[src/rtl/mul_div_unit.sv]
// mul_div_unit: iterative HI/LO multiply/divide unit (radix-2 shift-add multiply,
// restoring divide on magnitudes), one iteration per clock, WIDTH cycles per op.
// Optional feature: define MUL_DIV_UNIT_MACC_EN to enable MADD/MADDU/MSUB/MSUBU
// accumulation into {HI,LO}; otherwise op 1xx behaves as a plain multiply.
// Ports:
//   clk, resetn            clock, async active-low reset
//   start, op, a, b        launch request, opcode, rs/rt operands
//   flush                  abort in-flight operation
//   hi_we, lo_we, wdata    direct HI/LO write (MTHI/MTLO)
//   busy, done             CALC indicator, one-cycle completion pulse
//   hi, lo                 architectural HI/LO registers
//   div_by_zero            divide-by-zero flag, valid with done
module mul_div_unit #(
    parameter int unsigned WIDTH = 32
) (
    input  logic             clk,
    input  logic             resetn,
    input  logic             start,
    input  logic [2:0]       op,
    input  logic [WIDTH-1:0] a,
    input  logic [WIDTH-1:0] b,
    input  logic             flush,
    input  logic             hi_we,
    input  logic             lo_we,
    input  logic [WIDTH-1:0] wdata,
    output logic             busy,
    output logic             done,
    output logic [WIDTH-1:0] hi,
    output logic [WIDTH-1:0] lo,
    output logic             div_by_zero
);

    localparam int unsigned CW = (WIDTH > 1) ? $clog2(WIDTH) : 1;
    localparam int unsigned PW = 2 * WIDTH;

    typedef enum logic [1:0] {IDLE, CALC, DONE} state_t;

    state_t           state_q, state_d;
    logic [CW-1:0]    count_q;
    logic             is_div_q;
    logic             neg_quo_q, neg_rem_q;
    logic [WIDTH-1:0] acc_hi_q, acc_lo_q, mcand_q;
    logic [WIDTH-1:0] hi_q, lo_q;
    logic             busy_q, done_q, dbz_q;
    logic             accept, finish, dz;
`ifdef MUL_DIV_UNIT_MACC_EN
    logic             macc_q, msub_q;
`endif

    // Operand preparation at accept: magnitudes plus result sign flags
    logic             is_div_in, a_neg, b_neg;
    logic [WIDTH-1:0] a_mag, b_mag;
    assign is_div_in = (op[2:1] == 2'b01);
    assign a_neg     = ~op[0] & a[WIDTH-1];
    assign b_neg     = ~op[0] & b[WIDTH-1];
    assign a_mag     = a_neg ? WIDTH'(~a + 1'b1) : a;
    assign b_mag     = b_neg ? WIDTH'(~b + 1'b1) : b;

    // One iteration step for the current operation
    logic [WIDTH:0]   mul_sum, div_shift, div_diff;
    logic             div_ge;
    logic [WIDTH-1:0] hi_n, lo_n;
    always_comb begin
        mul_sum   = acc_lo_q[0] ? ({1'b0, acc_hi_q} + {1'b0, mcand_q}) : {1'b0, acc_hi_q};
        div_shift = {acc_hi_q, acc_lo_q[WIDTH-1]};
        div_diff  = div_shift - {1'b0, mcand_q};
        // top bit of the difference is the borrow
        div_ge    = ~div_diff[WIDTH];
        if (is_div_q) begin
            hi_n = div_ge ? div_diff[WIDTH-1:0] : div_shift[WIDTH-1:0];
            lo_n = {acc_lo_q[WIDTH-2:0], div_ge};
        end else begin
            hi_n = mul_sum[WIDTH:1];
            lo_n = {mul_sum[0], acc_lo_q[WIDTH-1:1]};
        end
    end

    // Final result from the last iteration, with sign correction
    logic [PW-1:0]    prod, prod_s;
    logic [WIDTH-1:0] quo_s, rem_s, res_hi, res_lo;
    always_comb begin
        prod   = {hi_n, lo_n};
        prod_s = neg_quo_q ? PW'(~prod + 1'b1) : prod;
        quo_s  = neg_quo_q ? WIDTH'(~lo_n + 1'b1) : lo_n;
        rem_s  = neg_rem_q ? WIDTH'(~hi_n + 1'b1) : hi_n;
        {res_hi, res_lo} = prod_s;
        if (is_div_q) begin
            res_hi = rem_s;
            res_lo = quo_s;
        end
`ifdef MUL_DIV_UNIT_MACC_EN
        else if (macc_q) begin
            {res_hi, res_lo} = msub_q ? PW'({hi_q, lo_q} - prod_s) : PW'({hi_q, lo_q} + prod_s);
        end
`endif
    end

    // State register
    always_ff @(posedge clk or negedge resetn) begin
        if (!resetn) state_q <= IDLE;
        else         state_q <= state_d;
    end

    // Next-state and control decode
    always_comb begin
        state_d = state_q;
        accept  = 1'b0;
        finish  = 1'b0;
        dz      = 1'b0;
        case (state_q)
            IDLE: accept = start & ~flush;
            CALC: begin
                if (flush) begin
                    state_d = IDLE;
                end else if (count_q == CW'(WIDTH - 1)) begin
                    finish  = 1'b1;
                    state_d = DONE;
                end
            end
            DONE: begin
                state_d = IDLE;
                accept  = start & ~flush;
            end
            default: state_d = IDLE;
        endcase
        if (accept) begin
            // divide by zero skips CALC and leaves HI/LO alone
            dz      = is_div_in & (b == '0);
            state_d = dz ? DONE : CALC;
        end
    end

    // Datapath, HI/LO and registered status outputs
    always_ff @(posedge clk or negedge resetn) begin
        if (!resetn) begin
            count_q   <= '0;
            is_div_q  <= 1'b0;
            neg_quo_q <= 1'b0;
            neg_rem_q <= 1'b0;
            acc_hi_q  <= '0;
            acc_lo_q  <= '0;
            mcand_q   <= '0;
            hi_q      <= '0;
            lo_q      <= '0;
            busy_q    <= 1'b0;
            done_q    <= 1'b0;
            dbz_q     <= 1'b0;
`ifdef MUL_DIV_UNIT_MACC_EN
            macc_q    <= 1'b0;
            msub_q    <= 1'b0;
`endif
        end else begin
            busy_q <= (state_d == CALC);
            done_q <= (state_d == DONE);
            dbz_q  <= dz;
            if (accept) begin
                count_q   <= '0;
                is_div_q  <= is_div_in;
                neg_quo_q <= a_neg ^ b_neg;
                neg_rem_q <= a_neg;
                acc_hi_q  <= '0;
                acc_lo_q  <= a_mag;
                mcand_q   <= b_mag;
`ifdef MUL_DIV_UNIT_MACC_EN
                macc_q    <= op[2];
                msub_q    <= op[1];
`endif
            end else if (state_q == CALC) begin
                count_q  <= count_q + 1'b1;
                acc_hi_q <= hi_n;
                acc_lo_q <= lo_n;
            end
            // result write wins over a same-edge MTHI/MTLO
            if (finish) begin
                hi_q <= res_hi;
                lo_q <= res_lo;
            end else begin
                if (hi_we) hi_q <= wdata;
                if (lo_we) lo_q <= wdata;
            end
        end
    end

    assign busy        = busy_q;
    assign done        = done_q;
    assign div_by_zero = dbz_q;
    assign hi          = hi_q;
    assign lo          = lo_q;

endmodule
[config.mk]
export PLATFORM = sky130hd
export DESIGN_NAME = mul_div_unit
export DESIGN_NICKNAME = d
export VERILOG_FILES = /design/src/rtl/mul_div_unit.sv
export SDC_FILE = /design/constraint.sdc
export NUM_CORES = 1
export LEC_CHECK = 0
export BUFFER_PORTS_ARGS = -buffer_cell sky130_fd_sc_hd__buf_2
export CORE_UTILIZATION = 55
export DETAILED_ROUTE_END_ITERATION = 8
export HOLD_SLACK_MARGIN = 0.12
export PLACE_DENSITY_LB_ADDON = 0.08
export RECOVER_POWER = 25
export SYNTH_ARGS = -nofsm -noshare
export SYNTH_HDL_FRONTEND = slang
export SYNTH_SLANG_ARGS = --single-unit
[constraint.sdc]
create_clock -name clk -period 4.5 [get_ports clk]
set_input_delay 0.225 -clock clk [delete_from_list [all_inputs] [get_ports clk]]
set_output_delay 0.225 -clock clk [all_outputs]
set_load 0.005 [all_outputs]
==> impl_metrics.toml, run 1 <==
[drt]
routed_wl_um = 67200
viasPerCell = 6.52
drt_iter0_drc = 2677
vias = 18550
drc = 0
dr.pass1.iters = 8
antenna_left = 0
wl_per_cell_um = 23.6

[layout]
regArea_um2 = 4330
fin_util = 0.732
nets = 2631
nFillCells = 2277
drive_gt1_frac = 0.227
synthToLayoutAreaGrowth_pct = 29.5
multi_input_area_um2 = 11200
instances_no_fill = 2845

[sta]
worst_slew_pin_slew_ps = 2800
fin_setup_tns_ps = -3860
rsz0062_at_grt = "true"
finClkSkew_ps = 15.1
hold_ws_ps = 126
setup_slack_ps = -248
finalSetupViolCount = 30
slew-limit-headroom = -0.865
fmax_mhz = 211
slew_violations = 101
post-route-period-util = 1.06
period_needed_ps = 4750
timing.final.hold_violations = 0

[synthesis]
synthFlopType = "dfrtp_1"
yosysMostFrequentCell = "nand2_1"
synth_top_area_share = 0.273
synth_area_per_cell_um2 = 7.82
syn_inst = 2030
ys_seq_elements = 173
synth_nets = 2207
yosysWarnings = 0
yosysTopAreaCell = "dfrtp_1"
yosysSeqAreaShare = 0.273
netlist_top_cells_count = "270 x nand2_1, 198 x o21ai_0, 173 x dfrtp_1, 145 x a21oi_1, 111 x nor2_1"
synthTopCellsByArea = "dfrtp_1 27%, nand2_1 6.4%, o21ai_0 6.2%, mux2i_1 5.5%, ha_1 5.5%"
synth.distinct_cells = 97
synth-edff-count = 0
synthArstFlopShare = 1.00
synth_area_um2 = 15900

[critical_path]
reg2regPathDepth = 22
start_kind = "register"
required_ps = 4790
worstPathMaxFanout = 6
endpoint_kind = "register"
rr_endpoint = "hi[27]"
r2r_setup_slack_ps = -250
critical_path_class = "reg -> reg"
arrival_ps = 5040
path_cells = "inv_1 > ha_2 > inv_2 > fa_2 > a211oi_2 > o211ai_1 > and2_4 > o211a_4 > nor3_4 > buf_4 > buf_6 > buf_12 > buf_12 > o311ai_1 > or2_1 > or3_1 > nor4_1 > buf_4 > a31oi_1 > o21ai_1 > xnor2_1 > a21oi_1"
critPathSlowestCell = "or3_1"
critPathMaxStageDelay_ps = 470
r2r-start = "acc_lo_q[31]"

[power_and_ir_drop]
p_leak_nw = 8.94
ir_drop_v = 0.000338
powerDensity_nw_per_um2 = 738

[die]
die_area_um2 = 29600
io_pins = 172
initial_core_util = 0.566
core-area_um2 = 28100
rows = 61
fp.dieW_um = 172
die_h_um = 172

[run_status]
status = "finished, violations left"
violations = "max-capacitance violations, max-slew violations, negative setup slack"

[clock_network]
cts_made_buffers = 17
cts_buffer_depth = 2
cts_max_level = 4
cts_tree = "done"
root_buffer = "clkbuf_16"
cts.reportedPaths.clkPinSlew_ps = 90
clk_latency_ps = 460
cts_sinks = 173

[placement]
pre_cts_slack_ps = -269
dpl.cell_count = 2731
io_buffers = 171
place.detailed.hpwl_um = 50100
gp_congestion = 1.04

[global_route]
antenna_found_initial = 1
grt_pass1_vias = 17036
grt_first_pass_wirelength_um = 99600
grt_max_degree = 101
track_usage = 0.450
overflow = 0

[worst_hold_path]
worstHoldStart = "b[3]"
min_to = "mcand_q[3]"
hold_class = "in -> reg"
whs_path_depth = 3

[job]
max_cap_violations = 1
-- per-stage QoR --
stage | total power, mW | instance area (um^2)
6_report | 15.2 | 20600
5_1_grt | 15.8 | 20600
4_1_cts | 13.9 | 20100
3_5_place_dp | 12.2 | 18800
3_3_place_gp | 12.1 | 18800
2_1_floorplan | 7.74 | 15900
-- worst max path at each step --
stage                 start      to
6_report       acc_lo_q[31]  hi[27]
5_1_grt        acc_lo_q[31]  hi[28]
4_1_cts        acc_lo_q[31]  hi[24]
3_5_place_dp   acc_hi_q[24]  hi[30]
3_3_place_gp   acc_lo_q[31]  hi[30]
2_1_floorplan  acc_lo_q[31]  hi[30]
-- cell type report --
cell class | instances | share of cell area
Multi-Input combinational cell | 1672 | 0.547
Sequential cell | 173 | 0.211
Timing Repair Buffer | 525 | 0.179
Tap cell | 378 | 0.0230
Clock buffer | 17 | 0.0207
Inverter | 65 | 0.0119
Clock inverter | 14 | 0.00754
Antenna cell | 1 | 0.000122
-- repair_timing --
| action | in CTS | in global routing |
|---|---|---|
| gates resized for setup | 16 | 80 |
| setup endpoints to repair | 23 | 36 |
| hold endpoints to repair | 161 | 0 |
| hold buffers | 51 | 0 |
| gates cloned | 0 | 2 |
| pin swaps | 7 | 35 |
| setup buffers | 6 | 23 |
-- power by group --
part	leakage, nW	total [mW]	switching [mW]	internal [mW]
registers	2.14	2.34	0.415	1.92
logic	6.54	11.3	6.61	4.69
clock network	0.272	1.53	0.785	0.742
-- flip-flops by register name (all words and copies together), names as in the netlist --
signal and cells:
neg_quo_q 1, busy 1, count_q 5, acc_hi_q 32, state_q 2, hi 32
is_div_q 1, div_by_zero 1, neg_rem_q 1, lo 32, done 1, mcand_q 32
acc_lo_q 32
-- worst max-delay path: cells and delay by family (launching register included) --
family	cells	cell delay, ps
AO/OA/AOI/OAI	7	1200
XOR/XNOR	1	180
adder cells (fa/ha/maj)	2	510
buffers and inverters	7	760
flip-flops	1	390
AND/OR/NAND/NOR	5	1530
-- metal layers --
layer,up-vias,routed length (um),GRT usage
li1,8317,-,-
met1,8812,27800,0.637
met2,1238,28300,0.661
met3,183,8500,0.108
met4,0,2690,0.167
met5,-,0,0
-- cell families after synthesis --
| logic type | after synthesis | synth area share |
|---|---|---|
| xor gates and xnor gates | 146 | 0.0805 |
| buffers and inverters | 185 | 0.0461 |
| AOI/OAI and AO/OA | 654 | 0.268 |
| muxes | 94 | 0.0597 |
| adders and majority gates | 72 | 0.0577 |
| and+or+nand+nor | 706 | 0.216 |
| DFF | 173 | 0.273 |
-- placed cells by master (no fill, tap or decap), drive strengths merged, types with 9 or more instances in the layout --
cell / n
nor4: 20
a21oi: 149
a211oi: 46
a21boi: 11
o21a: 13
nor2b: 34
o211ai: 24
xor2: 70
dfrtp: 173
dlygate4sd3: 51
ha: 70
and3: 20
or4: 10
o221ai: 29
or2: 12
nand4: 17
a21o: 22
xnor2: 76
nor2: 111
o21ai: 204
inv: 71
o311ai: 9
a31o: 9
buf: 412
nand3: 78
and2: 15
mux2i: 88
a31oi: 25
nor3: 48
clkbuf: 79
nand2: 271
or3: 18
o31ai: 21
nand2b: 24
Power figures use the tool's default switching activity.
==> run 2: changes to the inputs <==
Settings changed: ABC_AREA from default to 1, CORE_UTILIZATION 55 to 57.
Clock period 4.5 ns to 5 ns, I/O delays scaled along.
==> impl_metrics.toml, run 2 <==
[run_status]
status = "finished, violations left"
violations = "max-capacitance violations, max-slew violations"

[critical_path]
start_kind = "register"
critPathMaxStageDelay_ps = 380
r2r-start = "acc_lo_q[31]"
endpoint_kind = "register"
critical_path_class = "reg -> reg"
critPathSlowestCell = "dfrtp_1"
critPathMostFrequentCell = "nand2_1"
crit_path_start = "acc_lo_q[31]"
worstPathMaxFanout = 8
arrival_ps = 5220
required_ps = 5340

[die]
rows = 63
io_pins = 172
die_area_um2 = 31200
die_h_um = 177
core-area_um2 = 29800
fp.dieW_um = 177
initial_core_util = 0.583

[synthesis]
synth_area_um2 = 17400
yosysSeqAreaShare = 0.249
netlist_top_cells_count = "932 x nand2_1, 412 x inv_1, 275 x nor2_1, 268 x nand3_1, 173 x dfrtp_1"
synth_area_per_cell_um2 = 6.00
yosysWarnings = 0
synthTopCellsByArea = "dfrtp_1 25%, nand2_1 20%, inv_1 8.9%, nand3_1 7.7%, nor2_1 5.9%"
synth-edff-count = 0
yosysTopAreaCell = "dfrtp_1"
synth_top_area_share = 0.249
synth_nets = 3074
ys_seq_elements = 173
synth.distinct_cells = 55
synthArstFlopShare = 1.00
syn_inst = 2897
synthFlopType = "dfrtp_1"
yosysMostFrequentCell = "nand2_1"

[layout]
final_common_cell = "nand2_1"
synthToLayoutAreaGrowth_pct = 11.8
fin_util = 0.652
nets = 3229
final_cell_mix = "929 x nand2_1, 412 x inv_1, 270 x nor2_1"
drive_gt1_frac = 0.103
n_antenna_cell = 0
nFillCells = 2775

[sta]
hold_ws_ps = 126
fmax_mhz = 205
post-route-period-util = 0.975
finalSetupViolCount = 0
worst_slew_pin_slew_ps = 2480
timing.final.hold_violations = 0
slew_violations = 88
slew-limit-headroom = -0.655
period_needed_ps = 4870
finClkSkew_ps = 15.6

[job]
max_cap_violations = 1

[clock_network]
cts_buffer_depth = 2
cts.reportedPaths.clkPinSlew_ps = 70
root_buffer = "clkbuf_16"
cts_made_buffers = 17
cts_max_level = 4
cts_tree = "done"
clk_latency_ps = 470
cts_sinks = 173

[power_and_ir_drop]
ir_drop_v = 0.000370
power_mw = 12.3
p_leak_nw = 10.1
powerDensity_nw_per_um2 = 633

[global_route]
grt_first_pass_wirelength_um = 111000
grt_pass1_vias = 19266
track_usage = 0.472
overflow = 0
antenna_found_initial = 3
grt_max_degree = 89

[drt]
wl_per_cell_um = 21.4
dr.pass1.iters = 6
routed_wl_um = 73800
drt_iter0_drc = 3406
viasPerCell = 6.22
vias = 21497
drc = 0
antenna_left = 0

[worst_hold_path]
worstHoldStart = "a[29]"
hold_class = "in -> reg"

[placement]
io_buffers = 171
place.detailed.hpwl_um = 57500
gp_congestion = 1.10
==> run 2: area by class of cell <==
cell class	count	area (um^2)	share of cell area
Clock buffer	20	447	0.0230
Clock inverter	12	134	0.00689
Inverter	426	1600	0.0823
Multi-Input combinational cell	2208	11100	0.572
Sequential cell	173	4330	0.223
Tap cell	390	488	0.0251
Timing Repair Buffer	226	1320	0.0678
==> run 2: repair_timing <==
| item | 4_1_cts | 5_1_grt |
|---|---|---|
| hold buffers | 19 | 0 |
| hold endpoints to repair | 112 | 0 |
| endpoints found under the setup margin | 0 | 16 |
| buffers inserted | 0 | 7 |
| resized for setup | 0 | 14 |
==> run 2: logic make-up after synthesis <==
kind of cell               Yosys count  synth area share
AOI/OAI and AO/OA                  461             0.159
xor gates and xnor gates            60            0.0302
adders and majority gates           72            0.0527
buffers and inverters              516             0.116
DFF                                173             0.249
and+or+nand+nor                   1615             0.393
==> run 2: power by group <==
group,leakage [nW],internal [mW],switching (mW),total (mW)
registers,2.16,1.73,0.391,2.12
clock network,0.282,0.755,0.658,1.41
logic,7.70,2.50,6.28,8.78
total,10.1,4.98,7.33,12.3
==> run 2: critical path: cells and delay by family, from the launching register on <==
family | cells | cell delay, ps
simple gates | 25 | 3130
buf+inv | 4 | 330
fa+ha+maj | 3 | 720
flops | 1 | 380
compound gates | 1 | 200
==> run 2: stage by stage <==
step                      instance area [um^2]  cells  worst slack [ps]  setup TNS (ps)
final                                    19400   3455               125               0
after global routing                     19400   3455              -157            -929
after floorplan                          17400   2897               978               0
after detailed placement                 18600   3397               259               0
after CTS                                19300   3448               134               0
after global placement                   18600   3397               405               0
==> run 2: path summary, 6_finish.rpt <==
path                                end  slack (ps)  depth (start not counted)
setup / recovery                 hi[26]         130                         33
hold / removal             acc_lo_q[29]         130                          4
setup reg to reg                 hi[26]         130                         33
hold reg to reg              count_q[3]         490                          1
max in group asynchronous      is_div_q        2110                          2
min in group asynchronous  acc_hi_q[20]        1020                          2
==> run 2: per-layer routing <==
metal | share of wire | GRT usage
met1 | 0.40 | 0.658
met2 | 0.40 | 0.650
met3 | 0.15 | 0.165
met4 | 0.047 | 0.206
met5 | 0.00031 | 0
